==> config.mk <==
export PLATFORM = sky130hd
export DESIGN_NAME = scan_slot_arbiter
export DESIGN_NICKNAME = d
export VERILOG_FILES = /design/src/rtl/scan_slot_arbiter.sv
export SDC_FILE = /design/constraint.sdc
export NUM_CORES = 1
export LEC_CHECK = 0
export ABC_AREA = 1
export ABC_CLOCK_PERIOD_IN_PS = 1700
export BUFFER_PORTS_ARGS = -buffer_cell sky130_fd_sc_hd__buf_2
export CAP_MARGIN = 10
export CORE_MARGIN = 2
export CORE_UTILIZATION = 45
export DETAILED_ROUTE_END_ITERATION = 16
export GPL_TIMING_DRIVEN = 0
export PLACE_DENSITY = 0.69
export SYNTH_ARGS = -nofsm -noshare
export SYNTH_HDL_FRONTEND = slang
export SYNTH_SLANG_ARGS = --single-unit
==> constraint.sdc <==
create_clock -name CK -period 1.7 [get_ports CK]
set_input_delay 0.34 -clock CK [delete_from_list [all_inputs] [get_ports CK]]
set_output_delay 0.34 -clock CK [all_outputs]
set_load 0.03 [all_outputs]
==> src/rtl/scan_slot_arbiter.sv <==
// Round-robin scan arbiter: a slot pointer walks 0..N-1 and grants the first
// requesting slot it lands on, holding the grant until release or hold timeout.
module scan_slot_arbiter #(
    parameter int N        = 16,
    parameter int PTR_W    = 4,
    parameter int MAX_HOLD = 15
) (
    input  logic             CK,
    input  logic             RST,
    input  logic             EN,
    input  logic [N-1:0]     REQ,
    output logic [N-1:0]     GNT,
    output logic             GNT_VALID,
    output logic [PTR_W-1:0] GNT_ID,
    output logic             BUSY,
    output logic             TIMEOUT
);

    localparam int                HOLD_W   = $clog2(MAX_HOLD + 1);
    localparam logic [PTR_W-1:0]  PTR_LAST = PTR_W'(N - 1);
    localparam logic [HOLD_W-1:0] HOLD_MAX = HOLD_W'(MAX_HOLD);
    localparam logic [HOLD_W-1:0] HOLD_ONE = HOLD_W'(1);

    typedef enum logic [1:0] {
        IDLE,
        SCAN,
        GRANT,
        RELEASE
    } state_t;

    state_t            state;
    state_t            state_nxt;
    logic [PTR_W-1:0]  ptr;
    logic [PTR_W-1:0]  ptr_nxt;
    logic [HOLD_W-1:0] hold;
    logic [HOLD_W-1:0] hold_nxt;
    logic [N-1:0]      gnt_nxt;
    logic              gnt_valid_nxt;
    logic [PTR_W-1:0]  gnt_id_nxt;
    logic              timeout_nxt;
    logic              busy_nxt;
    logic [N-1:0]      slot_sel;
    logic              req_any;
    logic              req_cur;

    // Wraps at N-1 rather than at 2**PTR_W-1 so non-power-of-two N never
    // lands on a slot that does not exist.
    function automatic logic [PTR_W-1:0] ptr_inc(input logic [PTR_W-1:0] p);
        return (p == PTR_LAST) ? '0 : p + PTR_W'(1);
    endfunction

    always_comb begin
        slot_sel = '0;
        for (int i = 0; i < N; i++) begin
            slot_sel[i] = (ptr == PTR_W'(i));
        end
    end

    assign req_any = |REQ;
    assign req_cur = |(REQ & slot_sel);

    always_comb begin
        state_nxt     = state;
        ptr_nxt       = ptr;
        hold_nxt      = hold;
        gnt_nxt       = GNT;
        gnt_valid_nxt = GNT_VALID;
        gnt_id_nxt    = GNT_ID;
        timeout_nxt   = 1'b0;

        case (state)
            IDLE: begin
                if (EN && req_any) begin
                    state_nxt = SCAN;
                end
            end

            SCAN: begin
                if (EN) begin
                    if (!req_any) begin
                        state_nxt = IDLE;
                    end else if (req_cur) begin
                        state_nxt     = GRANT;
                        gnt_nxt       = slot_sel;
                        gnt_valid_nxt = 1'b1;
                        gnt_id_nxt    = ptr;
                        hold_nxt      = HOLD_ONE;
                    end else begin
                        ptr_nxt = ptr_inc(ptr);
                    end
                end
            end

            // EN and requests on other slots are deliberately ignored here.
            GRANT: begin
                if (!req_cur || (hold == HOLD_MAX)) begin
                    state_nxt     = RELEASE;
                    gnt_nxt       = '0;
                    gnt_valid_nxt = 1'b0;
                    gnt_id_nxt    = '0;
                    timeout_nxt   = req_cur;
                end else begin
                    hold_nxt = hold + HOLD_ONE;
                end
            end

            RELEASE: begin
                ptr_nxt   = ptr_inc(ptr);
                hold_nxt  = '0;
                state_nxt = req_any ? SCAN : IDLE;
            end

            default: begin
                state_nxt     = IDLE;
                gnt_nxt       = '0;
                gnt_valid_nxt = 1'b0;
                gnt_id_nxt    = '0;
            end
        endcase
    end

    assign busy_nxt = (state_nxt != IDLE);

    always_ff @(posedge CK or posedge RST) begin
        if (RST) begin
            state     <= IDLE;
            ptr       <= '0;
            hold      <= '0;
            GNT       <= '0;
            GNT_VALID <= 1'b0;
            GNT_ID    <= '0;
            BUSY      <= 1'b0;
            TIMEOUT   <= 1'b0;
        end else begin
            state     <= state_nxt;
            ptr       <= ptr_nxt;
            hold      <= hold_nxt;
            GNT       <= gnt_nxt;
            GNT_VALID <= gnt_valid_nxt;
            GNT_ID    <= gnt_id_nxt;
            BUSY      <= busy_nxt;
            TIMEOUT   <= timeout_nxt;
        end
    end

endmodule

---- Yosys cells after proc, flatten, opt, wreduce, memory -nomap -nowiden ----
Cells that the tools add are included.
word-level totals
  output and inout bits ................... 23
  register bits after elaboration ......... 33
  input bits .............................. 19
  logic and storage cells ................. 84
operators by class
  equality and inequality tests ........... 25
  reductions and logical operators ........ 14
  add/sub/neg operators ................... 2
  bitwise logic cells ..................... 1
  multiplexer cells ....................... 34
operators by type and width
  operator                                              count
  two-way mux 16 bit                                    4
  two-way mux 4 bit                                     12
  equality test 4 bit (second input constant)           9
  case mux 16 bit (2 select lines)                      1
  OR reduction 16 bit                                   2
  bitwise AND 16 bit                                    1
  equality test 4 x 3 -> 1 bit (second input constant)  4
  case mux 4 bit (2 select lines)                       2
  inequality test 2 bit (second input constant)         6
  case mux 4 bit (3 select lines)                       1
  two-way mux 2 bit                                     5
  AND reduction 5 bit                                   2
  adder 4 x 1 -> 4 bit (second input constant)          2
  equality test 4 x 2 -> 1 bit (second input constant)  2
  case mux 2 bit (4 select lines)                       1
  two-way mux 1 bit                                     7
  nonzero test 2 bit                                    3
  equality test 2 bit (second input constant)           2
  equality test 4 x 1 -> 1 bit (second input constant)  1
  logical NOT 4 bit                                     1
  AND reduction 4 bit                                   1
  nonzero test 3 bit                                    1
  equality test 2 x 1 -> 1 bit (second input constant)  1
  logical NOT 2 bit                                     1
  4 further kinds                                       4

---- Logic depth before layout (Yosys ltp) ----
  depth in word-level cells ............... 8
  mapped depth ............................ 14
  depth with buffers taken out ............ 13

---- Worst setup path after synthesis ----
No wires, ideal clock.
  kind .................................... register to register
  start ................................... reg ptr[1]
  end ..................................... reg GNT[12]
  cell stages (with the launch flop) ...... 15
  required time ........................... 1578 ps
  path buffers ............................ 2
  path slack .............................. -128 ps
  period minus slack after synthesis ...... 1828 ps
  arrival time ............................ 1706 ps
  library setup time ...................... 122 ps
  path through ............................ dfrtp_1 -> inv_1 -> ha_1 -> buf_2 -> nand3_1 -> nor2_1 -> nor2_1 -> nand2_1 -> nor2_2 -> nand3_2 -> nand2_4 -> inv_6 -> buf_12 -> nand3_2 -> o21ai_1
between the ends
  word-level cells in the longest chain between the ends .. 7
  elaborated cells on any way between the ends .. 27
  those cells by class .................... eq/ne: 17; mux: 4; bitwise: 1; reduce/logical: 5
ends and longest elaborated chain
  element                                               line  source
  from (decl)                                           33    logic [PTR_W-1:0] ptr;
  from (signal assigned)                                136   ptr <= ptr_nxt;
  equality test 4 x 1 -> 1 bit (tied with other cells)  55    slot_sel[i] = (ptr == PTR_W'(i));
  bitwise AND 16 bit                                    60    assign req_cur = |(REQ & slot_sel);
  OR reduction 16 bit                                   60
  logical NOT 1 bit                                     96    if (!req_cur || (hold == HOLD_MAX)) begin
  logical OR 1 bit                                      96
  inequality test 2 bit (no source line)                --
  AND reduction 5 bit (no source line)                  --
  to (signal assigned)                                  138   GNT <= gnt_nxt;
  to (decl)                                             12    output logic [N-1:0] GNT,
Several ways; a longest one is shown, not always the timed one. The select of a mux whose other input is x is not followed.
A chain may end at the register's enable or synchronous reset.

---- Final worst setup path ----
  start ................................... reg ptr[0]
  end ..................................... reg GNT[7]
Same word-level chain as after synthesis.

==> results_dict.tcl <==
set metrics [dict create \
    clockRootBuffer "clkbuf_8" \
    grt_pass1_wl_um 8625 \
    holdWs_ns 0.08133 \
    setup_tns_ns -5.255 \
    first_iter_violations 59 \
    port_buffers 41 \
    crit_end "GNT[7]$_DFFE_PP0P_" \
    core_area_sq_um 4661 \
    swShare_pct 47.10 \
    place_inst 334 \
    period_needed_ns 1.918 \
    vias 1894 \
    pin_count 42 \
    critPathBufInv 4 \
    p_leak_nw 1.385 \
    pwr-share-seq_pct 25.6 \
    crit_path_max_fanout 8 \
    r2r-end "GNT[7]$_DFFE_PP0P_" \
    cts_sinks 33 \
    end_kind "flip-flop" \
    hold_buffers 0 \
    switchingPower_w 0.002341 \
    track_usage_pct 21.05 \
    clk_pin_slew_ns 0.07 \
    ys_types 31 \
    htree_levels 2 \
    min_period_over_period_pct 112.8 \
    final_common_cell "buf_2" \
    hp-class "input pin to asynchronous set/reset pin" \
    drv_cap 0 \
    start_kind "flip-flop" \
    ys_seq_area_share_pct 38.44 \
    fin_ws_ns -0.2179 \
    start_util_pct 46.09 \
    ant_nets 0 \
    layout_common_cells "buf_2, dfrtp_1, nand2_1" \
    via_per_inst 5.276 \
    first_pass_iters 4 \
    hold_viol_final 0 \
    ir_drop_mv 0.7411 \
    gp_congestion 0.8125 \
    p_total_w 0.004970 \
    max_freq_mhz 521.4 \
    grt_max_degree 24 \
    cp.depth 13 \
    finalMaxSlewViolations 0 \
    grt_pass1_vias 1843 \
    clockBufferDepth 2 \
    stdcell_count 359 \
    cts_tree "yes" \
    worst_skew_pair.late_latency_ns 0.29 \
    startpoint "ptr[0]$_DFFE_PP0P_" \
    syn_area_sq_um 2148 \
    max_stage_delay_ns 0.46 \
    dp_hpwl_um 3549 \
    clkPwrFrac_pct 12.0 \
    setup_viol 31 \
    diodes 0 \
    fin_skew_ns 0.007772 \
    syn2layout_area_growth_pct 35.12 \
    routedWlPerCell_um 14.57 \
    die_h_um 73.10 \
    rr_worst_depth 13 \
    finalNetCount 329 \
    worstPathArrival_ns 2.09 \
    violations "setup timing" \
    criticalPathCategory "flip-flop to flip-flop" \
    reg2reg_slack_ns -0.22 \
    overflow 0 \
    synth_cells 238 \
    cp_slowest_cell "dfrtp_2" \
    rsz0062_at_grt "yes" \
    combPwrFrac_pct 62.4 \
    cp.required_ns 1.87 \
    preCtsSetupSlack_ns -0.2692 \
    p_int_w 0.002629 \
    yosysTopAreaCellShare_pct 38.44 \
    yosysWarnings 0 \
    cts_made_buffers 5 \
    drc 0 \
    powerDensity_nw_per_um2 1712 \
    synth_area_leaders "dfrtp_1, nand3_2, o21ai_2" \
    r2r_start "ptr[0]$_DFFE_PP0P_" \
    syn_avg_cell_area_sq_um 9.027 \
    yosysTopAreaCell "dfrtp_1" \
    die_width_um 73.10 \
    worst_pin_slew_ns 0.5172 \
    antenna_found_initial 0 \
    drive_gt1_share_pct 52.46 \
    wl_um 5232 \
    crit_family "simple AND/OR/NAND/NOR gates" \
    syn-num-nets 262 \
    die_area_sq_um 5343 \
    status "finished with violations" \
    ys_ff_latch 33 \
    crit_chain "inv_4 > ha_4 > nand4_1 > nand2_2 > inv_2 > nand2_2 > nor2_2 > nand3_2 > nand2_4 > inv_8 > clkbuf_16 > nand3_2 > o21ai_2" \
    fp-row-count 25 \
    maxSlewHeadroom_pct 65.48 \
]
==> layer usage <==
layer	up-vias	GRT usage [%]	wire, um
li1	937	-	-
met1	891	27.45	2293
met2	54	34.23	2602
met3	12	4.696	216
met4	0	7.407	120
met5	-	0	0
==> power groups by stage <==
stage / clock network, W / registers, W / logic (W)
3_5_place_dp: 0 / 0.00125 / 0.00255
6_report: 0.000597 / 0.00127 / 0.00310
3_3_place_gp: 0 / 0.00124 / 0.00251
5_1_grt: 0.000645 / 0.00131 / 0.00335
4_1_cts: 0.000614 / 0.00127 / 0.00289
2_1_floorplan: 0 / 0.00157 / 0.00166
==> registers in the layout, summed over array words and instances (netlist names) <==
| register | cells |
|---|---|
| GNT | 16 |
| TIMEOUT | 1 |
| BUSY | 1 |
| GNT_ID | 4 |
| state | 2 |
| hold | 4 |
| ptr | 4 |
| GNT_VALID | 1 |
==> logic make-up after synthesis <==
| kind of cell | Yosys count | share of synthesized area (%) |
|---|---|---|
| adder cells (fa/ha/maj) | 5 | 2.912 |
| XOR/XNOR | 4 | 1.631 |
| flip-flops | 33 | 38.44 |
| AND/OR/NAND/NOR | 136 | 36.87 |
| AO/OA/AOI/OAI | 27 | 9.435 |
| buffers and inverters | 33 | 10.72 |
==> Yosys cell counts <==
cell and number:
nand2_1 39, dfrtp_1 33, nor2_1 26, nand3_1 22, nand3_2 22, o21ai_2 18
nand4_1 15, inv_1 14, o21ai_0 6, buf_6 5, ha_1 5, inv_2 5
nand2_2 3, xor2_1 3, buf_12 2, buf_2 2, buf_8 2, nand4_2 2
o21ai_1 2, a21oi_1 1, buf_4 1, inv_4 1, inv_6 1, nand2_4 1
nand3_4 1, nand3b_1 1, nor2_2 1, nor2_4 1, nor2_8 1, or2_2 1
xnor2_1 1
==> what timing repair did <==
item | 4_1_cts | 5_1_grt
gates cloned | 1 | 2
setup buffers | 13 | 4
gates resized for setup | 28 | 9
endpoints found under the setup margin | 32 | 32
pin swaps | 17 | 5
==> through the flow <==
stage | area [sq um] | utilization [%]
2_1_floorplan | 2183 | -
3_3_place_gp | 2456 | 52.70
3_5_place_dp | 2484 | 53.29
4_1_cts | 2791 | 59.89
5_1_grt | 2903 | 62.28
6_report | 2903 | 62.28
==> cell type report <==
cell class | instances | area, sq um
Fill cell | 386 | 1758
Multi-Input combinational cell | 172 | 1231
Sequential cell | 33 | 828.3
Timing Repair Buffer | 62 | 445.4
Buffer | 10 | 150.1
Inverter | 21 | 93.84
Clock buffer | 7 | 86.33
Tap cell | 54 | 67.56
==> how the worst min path moves through the flow <==
stage                          start               endpoint  cells after the start
2_1_floorplan                    RST         BUSY$_DFF_PP0_                      1
3_3_place_gp   GNT_VALID$_DFFE_PP0P_  GNT_VALID$_DFFE_PP0P_                      2
3_5_place_dp                     RST     GNT[3]$_DFFE_PP0P_                      2
4_1_cts                          RST      TIMEOUT$_DFF_PP0_                      2
5_1_grt                          RST    hold[0]$_DFFE_PP0P_                      2
6_report                         RST    hold[0]$_DFFE_PP0P_                      2
Note: power is estimated with default switching activity, not from simulation.
